[src/rtl/bcd_serial_add_ctrl.sv]
// Digit-serial BCD adder: one decimal digit per clock, least-significant digit first.
// Result valid DIGITS cycles after accept; held in DONE until out_ready, then one idle cycle.
module bcd_serial_add_ctrl #(
  parameter int DIGITS = 3,
  parameter int CNT_W  = $clog2(DIGITS+1)
) (
  input  logic                clk,
  input  logic                rst_n,
  input  logic                in_valid,
  output logic                in_ready,
  input  logic [4*DIGITS-1:0] a,
  input  logic [4*DIGITS-1:0] b,
  input  logic                cin,
  output logic                out_valid,
  input  logic                out_ready,
  output logic [4*DIGITS-1:0] sum,
  output logic                cout,
  output logic                err,
  output logic                busy
);

  localparam int W = 4*DIGITS;

  typedef enum logic [1:0] {IDLE, RUN, DONE} state_t;

  state_t           state_q;
  logic [W-1:0]     a_q, b_q, sum_q;
  logic             carry_q, cout_q, err_q;
  logic [CNT_W-1:0] cnt_q;

  logic [3:0]       a_dig, b_dig, digit;
  logic [4:0]       raw;
  logic             carry_d, bad_d;
  logic [W-1:0]     sum_d;

  always_comb begin
    a_dig   = a_q[3:0];
    b_dig   = b_q[3:0];
    raw     = {1'b0, a_dig} + {1'b0, b_dig} + {4'd0, carry_q};
    carry_d = 1'b0;
    digit   = raw[3:0];
    if (raw > 5'd9) begin
      // Only the low nibble of raw+6 is kept, so a 4-bit add gives the same digit.
      digit   = raw[3:0] + 4'd6;
      carry_d = 1'b1;
    end
    bad_d = (a_dig > 4'd9) || (b_dig > 4'd9);
    sum_d = W'({digit, sum_q} >> 4);
  end

  always_ff @(posedge clk or negedge rst_n) begin
    if (!rst_n) begin
      state_q <= IDLE;
      a_q     <= '0;
      b_q     <= '0;
      sum_q   <= '0;
      carry_q <= 1'b0;
      cout_q  <= 1'b0;
      err_q   <= 1'b0;
      cnt_q   <= '0;
    end else begin
      case (state_q)
        IDLE: begin
          if (in_valid) begin
            a_q     <= a;
            b_q     <= b;
            carry_q <= cin;
            cnt_q   <= '0;
            err_q   <= 1'b0;
            state_q <= RUN;
          end
        end
        RUN: begin
          sum_q   <= sum_d;
          a_q     <= a_q >> 4;
          b_q     <= b_q >> 4;
          carry_q <= carry_d;
          err_q   <= err_q | bad_d;
          cnt_q   <= cnt_q + CNT_W'(1);
          if (cnt_q == CNT_W'(DIGITS-1)) begin
            cout_q  <= carry_d;
            state_q <= DONE;
          end
        end
        DONE: begin
          if (out_ready) state_q <= IDLE;
        end
        default: state_q <= IDLE;
      endcase
    end
  end

  assign in_ready  = (state_q == IDLE);
  assign busy      = (state_q != IDLE);
  assign out_valid = (state_q == DONE);
  assign sum       = sum_q;
  assign cout      = cout_q;
  assign err       = err_q;

endmodule

[config.mk]
export PLATFORM = sky130hd
export DESIGN_NAME = bcd_serial_add_ctrl
export DESIGN_NICKNAME = d
export VERILOG_FILES = /design/src/rtl/bcd_serial_add_ctrl.sv
export SDC_FILE = /design/constraint.sdc
export NUM_CORES = 1
export LEC_CHECK = 0
export BUFFER_PORTS_ARGS = -buffer_cell sky130_fd_sc_hd__buf_4
export CORE_MARGIN = 1.5
export CORE_UTILIZATION = 30
export DETAILED_ROUTE_END_ITERATION = 8
export GPL_TIMING_DRIVEN = 1
export SETUP_SLACK_MARGIN = 0.3
export SYNTH_ARGS = -nofsm -noshare
export SYNTH_HDL_FRONTEND = slang
export SYNTH_SLANG_ARGS = --single-unit
[constraint.sdc]
create_clock -name clk -period 2.7 [get_ports clk]
set_clock_uncertainty 0.15 [all_clocks]
set_input_delay 0.405 -clock clk [delete_from_list [all_inputs] [get_ports clk]]
set_output_delay 0.405 -clock clk [all_outputs]
set_load 0.02 [all_outputs]
==> results of run 1 <==
[sequential cells by signal, indices dropped and copies added, names as in the netlist]
name,count
cnt_q,2
cout,1
carry_q,1
a_q,12
state_q,2
sum,12
err,1
b_q,12
[worst register-to-register path: cells and delay by family (launching register included)]
| kind | cells | cell delay, ns |
|---|---|---|
| flops | 1 | 0.41 |
| buf+inv | 1 | 0.05 |
| simple gates | 1 | 0.07 |
| fa+ha+maj | 3 | 1.14 |
| compound gates | 2 | 0.69 |
[cell families after synthesis]
group                      count (synthesis)  share of synthesized area
DFF                                       43                      0.495
buffers and inverters                     21                     0.0426
xor gates and xnor gates                   1                    0.00403
and+or+nand+nor                           73                      0.157
AOI/OAI and AO/OA                         88                      0.253
adders and majority gates                  7                     0.0472
[power breakdown]
group	leakage [uW]	internal [uW]	switching, uW
Combinational	0.000679	1260	1480
Clock	0.0000654	370	229
Sequential	0.000527	957	241
Total	0.00127	2590	1950
[how the worst min path moves through the flow]
stage,depth (start not counted),endpoint,startpoint,slack [ns]
global route,2,state_q[1],out_ready,0.13
detailed placement,1,b_q[8],rst_n,0.30
CTS,2,state_q[1],out_ready,0.13
global placement,1,sum[4],rst_n,0.29
finish,2,state_q[1],out_ready,0.13
floorplan,0,a_q[0],rst_n,-0.04
[layer usage]
| layer | up-vias | GRT usage |
|---|---|---|
| li1 | 935 | - |
| met1 | 936 | 0.205 |
| met2 | 51 | 0.236 |
| met3 | 6 | 0.0330 |
| met4 | 0 | 0.0426 |
| met5 | - | 0 |
[cell usage in the layout, fill, tap and decap left out, types with 5 or more instances in the layout]
cell type                  Yosys  final
sky130_fd_sc_hd__nor2b_1      10      9
sky130_fd_sc_hd__nand2_1      43     43
sky130_fd_sc_hd__nor2_1        6      6
sky130_fd_sc_hd__o21ai_0      19     18
sky130_fd_sc_hd__a21oi_1      24     24
sky130_fd_sc_hd__dfrtp_1      43     43
sky130_fd_sc_hd__o22ai_1      25     25
sky130_fd_sc_hd__buf_4         0     57
sky130_fd_sc_hd__inv_1         7      6
sky130_fd_sc_hd__clkbuf_8      0      5
[repair_timing]
item                                   CTS  global route
gates resized for setup                  2             5
hold buffers                             1             0
pin swaps                                3             3
setup endpoints to repair                4             5
setup buffers                            3             1
endpoints found under the hold margin   43             0
[final cells by class]
class	count	area [sq um]	area share
flip-flops and latches	43	1080	0.379
multi-input cells	169	1050	0.368
repair buffers	58	438	0.154
well taps	96	120	0.0423
clock buffers	6	72.6	0.0256
clock inverters	2	60.1	0.0212
inverters	7	26.3	0.00926
[metrics by stage]
step,std cells,worst slack [ns],hold WS (ns)
after floorplan,233,0.0288,-0.0406
after global placement,368,0.0411,0.292
after detailed placement,368,0.00523,0.297
after CTS,380,0.0775,0.126
after global routing,381,0.0208,0.126
final,381,0.0908,0.129
==> impl_metrics.json, run 1 <==
{
  "dp_hpwl_mm": 3.63,
  "critical_path.max_stage_delay_ns": 0.56,
  "vias_per_cell": 5.06,
  "tritoncts_num_sinks": 43,
  "period_needed_ns": 2.61,
  "total_neg_setup_slack_ns": 0,
  "place.gp.congestion": 0.780,
  "post-route-cell-area_sq_mm": 0.00284,
  "vias_in_the_first_global_route": 1886,
  "core_area_sq_mm": 0.00691,
  "layout_filler_cell_count": 710,
  "irDropWorstVdd_uv": 531,
  "grt_first_pass_wirelength_mm": 9.05,
  "synthFlopType": "sky130_fd_sc_hd__dfrtp_1",
  "r2r_start": "a_q[0]",
  "tightestPinTransition_ns": 0.717,
  "wirelength_mm": 5.28,
  "worst_relative_slew_slack": 0.522,
  "hold_viol": 0,
  "synth.cell_area_sq_mm": 0.00217,
  "critical_path_buf_inv_count": 1,
  "syn_nets": 269,
  "fp.dieW_um": 88.1,
  "worst_setup_start_kind": "register",
  "total_clock_buffers_created_by_cts": 5,
  "max_cap_violations": 0,
  "report.power.total_uw": 4540,
  "r2r_setup_slack_ns": 0.09,
  "drive_gt1_frac": 0.270,
  "synth.avg_cell_area_sq_um": 9.32,
  "cp-endpoint": "sum[10]",
  "utilization": 0.411,
  "root_driver": "sky130_fd_sc_hd__clkbuf_8",
  "placedInstanceArea_sq_mm": 0.00264,
  "routed-wl-met3_um": 341,
  "synth_commonest_cells": "43 x sky130_fd_sc_hd__dfrtp_1, 43 x sky130_fd_sc_hd__nand2_1, 25 x sky130_fd_sc_hd__o22ai_1",
  "num_io_pins": 46,
  "ys.warnings.count": 0,
  "cts_max_path_buffers": 2,
  "yosys_register_bits": 43,
  "synth_top_area_frac": 0.495,
  "insertedDiodeCount": 0,
  "globalRoute.totalOverflow": 0,
  "crit_start": "a_q[0]",
  "initial_antenna_violation_count": 0,
  "async_reset_ff_frac": 1.00,
  "numPortBuffers": 45,
  "min_path_type": "primary input to register",
  "synthCells": 233,
  "rsz0062_at_grt": "yes",
  "worst_setup_path_type": "register to register",
  "dr.max_layer_used": "met4",
  "detail-route-antenna-nets": 0,
  "finalSetupViolations": 0,
  "drc": 0,
  "regToRegEndpoint": "sum[10]",
  "crit_path_cell_trace": "fa_2 > fa_2 > inv_2 > ha_4 > a221oi_4 > nor3_2 > o32a_1",
  "clock_tree_from_tritoncts": "yes",
  "synthTopCellsByArea": "sky130_fd_sc_hd__dfrtp_1 50%, sky130_fd_sc_hd__nand2_1 7.4%, sky130_fd_sc_hd__o22ai_1 7.2%, sky130_fd_sc_hd__a21oi_1 5.5%, sky130_fd_sc_hd__o21ai_0 4.4%",
  "cp-end-kind": "register",
  "crit_arrival_ns": 2.65,
  "final_nets": 320,
  "synth.distinct_cells": 37,
  "syn_to_final_growth_pct": 30.7,
  "wl_met1_mm": 2.44,
  "num_vias": 1928,
  "timing.critical_path.depth": 7,
  "htree_levels": 2,
  "drt_first_iter_violations": 62,
  "run_status": "completed",
  "wl_met2_mm": 2.44,
  "initial_utilization": 0.314,
  "finalCritPeriodShare": 0.966,
  "critical-path-top-cell-by-count": "sky130_fd_sc_hd__fa_2",
  "die_height_um": 88.1,
  "total_global_routing_track_utilization": 0.149,
  "critical_path.slowest_cell": "sky130_fd_sc_hd__fa_2",
  "fmaxAchievable_ghz": 0.383,
  "clock_latency_ns": 0.30,
  "clk_pin_slew_worst_paths_ns": 0.08,
  "pwr_density_cell_mw_per_mm2": 1600,
  "drtPass1Iterations": 4,
  "route.detailed.wl_per_inst_um": 13.9,
  "grt_max_degree": 44,
  "synth_enable_flop_cells": 0,
  "slew_violations": 0,
  "seq_area_frac_synth": 0.495,
  "placement_rows": 30,
  "synthDominantAreaCellType": "sky130_fd_sc_hd__dfrtp_1",
  "crit_required_ns": 2.74,
  "crit_path_max_fanout": 5,
  "cellLeakagePower_uw": 0.00127,
  "floorplan.die_area_sq_mm": 0.00776,
  "timing.critical_path.max_delay_family": "adder cells",
  "rr_worst_depth": 7
}
No activity file was read; power rests on OpenSTA's default activity.
==> inputs of run 2 (changes only) <==
--- a/config.mk
+++ b/config.mk
@@ -5,11 +5,13 @@
 export SDC_FILE = /design/constraint.sdc
 export NUM_CORES = 1
 export LEC_CHECK = 0
+export ABC_AREA = 1
 export BUFFER_PORTS_ARGS = -buffer_cell sky130_fd_sc_hd__buf_4
 export CORE_MARGIN = 1.5
 export CORE_UTILIZATION = 30
 export DETAILED_ROUTE_END_ITERATION = 8
 export GPL_TIMING_DRIVEN = 1
+export PLACE_DENSITY = 0.59
 export SETUP_SLACK_MARGIN = 0.3
 export SYNTH_ARGS = -nofsm -noshare
 export SYNTH_HDL_FRONTEND = slang
==> impl_metrics.json, run 2 <==
{
  "run_status": "completed",
  "route.detailed.wl_per_inst_um": 12.9,
  "clock_tree_from_tritoncts": "yes",
  "pwr_density_cell_mw_per_mm2": 1610,
  "layout_commonest_cell": "sky130_fd_sc_hd__buf_4",
  "r2r_setup_slack_ns": 0.25,
  "crit_start": "a_q[0]",
  "total_clock_buffers_created_by_cts": 5,
  "sequential_cell_area_sq_mm": 0.00108,
  "layout_filler_cell_count": 692,
  "die_height_um": 86.3,
  "finalSetupViolations": 0,
  "wirelength_mm": 4.81,
  "cellLeakagePower_uw": 0.00132,
  "most_frequent_cell_after_synthesis": "sky130_fd_sc_hd__nand2_1",
  "vias_per_cell": 4.71,
  "total_neg_setup_slack_ns": 0,
  "final_nets": 328,
  "synthCells": 242,
  "power.share.switching": 0.453,
  "fp.dieW_um": 86.3,
  "synthDominantAreaCellType": "sky130_fd_sc_hd__dfrtp_1",
  "num_io_pins": 46,
  "ys.warnings.count": 0,
  "power.share.sequential": 0.266,
  "min_path_type": "primary input to register",
  "synth.avg_cell_area_sq_um": 8.59,
  "async_reset_ff_frac": 1.00,
  "total_global_routing_track_utilization": 0.138,
  "regToRegEndpoint": "cout",
  "crit_arrival_ns": 2.55,
  "synth.distinct_cells": 22,
  "critical_path.max_stage_delay_ns": 0.43,
  "post-route-cell-area_sq_mm": 0.00270,
  "tritoncts_num_sinks": 43,
  "timing.final.ws_setup_ns": 0.248,
  "grt_first_pass_wirelength_mm": 8.08,
  "timing.critical_path.depth": 13,
  "post-place-ws_ns": 0.174,
  "initial_antenna_violation_count": 0,
  "grt_max_degree": 44,
  "htree_levels": 2,
  "syn_nets": 278,
  "layout.cells.most_common_list": "52 x sky130_fd_sc_hd__buf_4, 47 x sky130_fd_sc_hd__nand2_1, 43 x sky130_fd_sc_hd__dfrtp_1",
  "vias_in_the_first_global_route": 1732,
  "share_clk_of_total_power": 0.137,
  "critical_path.slowest_cell": "sky130_fd_sc_hd__fa_2",
  "core_area_sq_mm": 0.00676,
  "synth_top_area_frac": 0.517,
  "num_vias": 1757,
  "detail-route-antenna-nets": 0,
  "synth.cell_area_sq_mm": 0.00208,
  "worst_setup_start_kind": "register",
  "fmaxAchievable_ghz": 0.408,
  "period_needed_ns": 2.45,
  "cts_max_path_buffers": 2,
  "worst_relative_slew_slack": 0.633,
  "critical_path_buf_inv_count": 2,
  "placement_rows": 30,
  "worst_setup_path_type": "register to register",
  "irDropWorstVdd_uv": 632,
  "finalCritPeriodShare": 0.908,
  "numPortBuffers": 45,
  "timing.critical_path.max_delay_family": "adder cells",
  "drtPass1Iterations": 4,
  "floorplan.die_area_sq_mm": 0.00744,
  "clk_pin_slew_worst_paths_ns": 0.08,
  "synthTopCellsByArea": "sky130_fd_sc_hd__dfrtp_1 52%, sky130_fd_sc_hd__nand2_1 9.0%, sky130_fd_sc_hd__nand3_1 7.9%, sky130_fd_sc_hd__o21ai_0 6.3%, sky130_fd_sc_hd__inv_1 5.4%",
  "rsz0062_at_grt": "yes",
  "max_cap_violations": 0,
  "placedInstanceArea_sq_mm": 0.00248,
  "crit_path_cell_trace": "fa_2 > fa_2 > nand2_1 > nand2_4 > ha_4 > inv_2 > nor2_2 > a21oi_2 > nand2_2 > nand2_4 > buf_4 > nand3_2 > nand2_1",
  "globalRoute.totalOverflow": 0,
  "hold_path_depth": 2,
  "net-switching-power_uw": 1970,
  "initial_utilization": 0.308,
  "drc": 0,
  "cp-end-kind": "register",
  "combinationalPowerShare": 0.596,
  "synth_commonest_cells": "50 x sky130_fd_sc_hd__nand2_1, 43 x sky130_fd_sc_hd__dfrtp_1, 33 x sky130_fd_sc_hd__nand3_1",
  "min_from": "out_ready",
  "synth_enable_flop_cells": 0,
  "tightestPinTransition_ns": 0.550,
  "crit_required_ns": 2.79,
  "root_driver": "sky130_fd_sc_hd__clkbuf_8",
  "cell_internal_pwr_uw": 2380,
  "syn_to_final_growth_pct": 30.0,
  "clock_latency_ns": 0.30,
  "insertedDiodeCount": 0,
  "r2r_start": "a_q[0]",
  "place.gp.congestion": 0.824,
  "seq_area_frac_synth": 0.517,
  "crit_path_max_fanout": 5,
  "drt_first_iter_violations": 105,
  "drive_gt1_frac": 0.266,
  "slew_violations": 0,
  "timing.hold.ws_ns": 0.150,
  "post-place-cells": 359,
  "synthFlopType": "sky130_fd_sc_hd__dfrtp_1",
  "rr_worst_depth": 13,
  "hold_end": "state_q[1]",
  "yosys_register_bits": 43,
  "hold_viol": 0,
  "dp_hpwl_mm": 3.24,
  "multiInputGateArea_sq_um": 872,
  "stdcell_count": 373
}
## run 2: cell count changes after synthesis, moves of 10 or more
cell                      previous run  this run
sky130_fd_sc_hd__a21oi_1            24         7
sky130_fd_sc_hd__inv_1               7        30
sky130_fd_sc_hd__nand3_1             3        33
sky130_fd_sc_hd__nor2b_1            10         0
sky130_fd_sc_hd__o21ai_1             1        13
sky130_fd_sc_hd__o22ai_1            25         2
## run 2: cell families (layout without fill, tap and decap cells)
group	after synthesis	count (layout)	synth area share
and+or+nand+nor	96	96	0.209
AOI/OAI and AO/OA	54	54	0.139
DFF	43	43	0.517
buffers and inverters	42	93	0.0854
adders and majority gates	7	7	0.0493
## run 2: power by group through the flow
stage,Combinational [uW],Clock [uW],Sequential [uW]
floorplan,1510,0,1250
global placement,2130,0,1160
detailed placement,2190,0,1170
CTS,2360,607,1160
global route,2930,637,1200
finish,2590,598,1160
## run 2: timing repair
| action | 4_1_cts | 5_1_grt |
|---|---|---|
| endpoints found under the setup margin | 5 | 5 |
| resized for setup | 6 | 8 |
| pin swaps | 4 | 6 |
| hold endpoints to repair | 43 | 0 |
| buffers inserted | 3 | 2 |
| hold buffers | 1 | 0 |
## run 2: through the flow
step / utilization / total power (uW)
5_1_grt: 0.400 / 4760
3_3_place_gp: 0.367 / 3290
6_report: 0.400 / 4350
2_1_floorplan: - / 2760
4_1_cts: 0.394 / 4130
3_5_place_dp: 0.367 / 3360
## run 2: how the worst max path moves through the flow
stage | to | slack (ns)
floorplan | sum[10] | 0.34
global route | sum[9] | 0.06
global placement | sum[9] | 0.26
CTS | sum[11] | 0.25
detailed placement | sum[9] | 0.17
finish | cout | 0.25
## run 2: final cells by class
class,count,area share
Sequential cell,43,0.398
Multi-Input combinational cell,157,0.323
Timing Repair Buffer,53,0.148
Inverter,32,0.0453
Tap cell,80,0.0370
Clock buffer,6,0.0268
Clock inverter,2,0.0222
## run 2: per-layer routing
layer	vias to the layer above	GRT usage	part of all wire
met3	7	0.0343	0.045
met4	0	0.0484	0.014
met2	42	0.234	0.48
li1	891	-	-
met5	-	0	0
met1	817	0.173	0.46
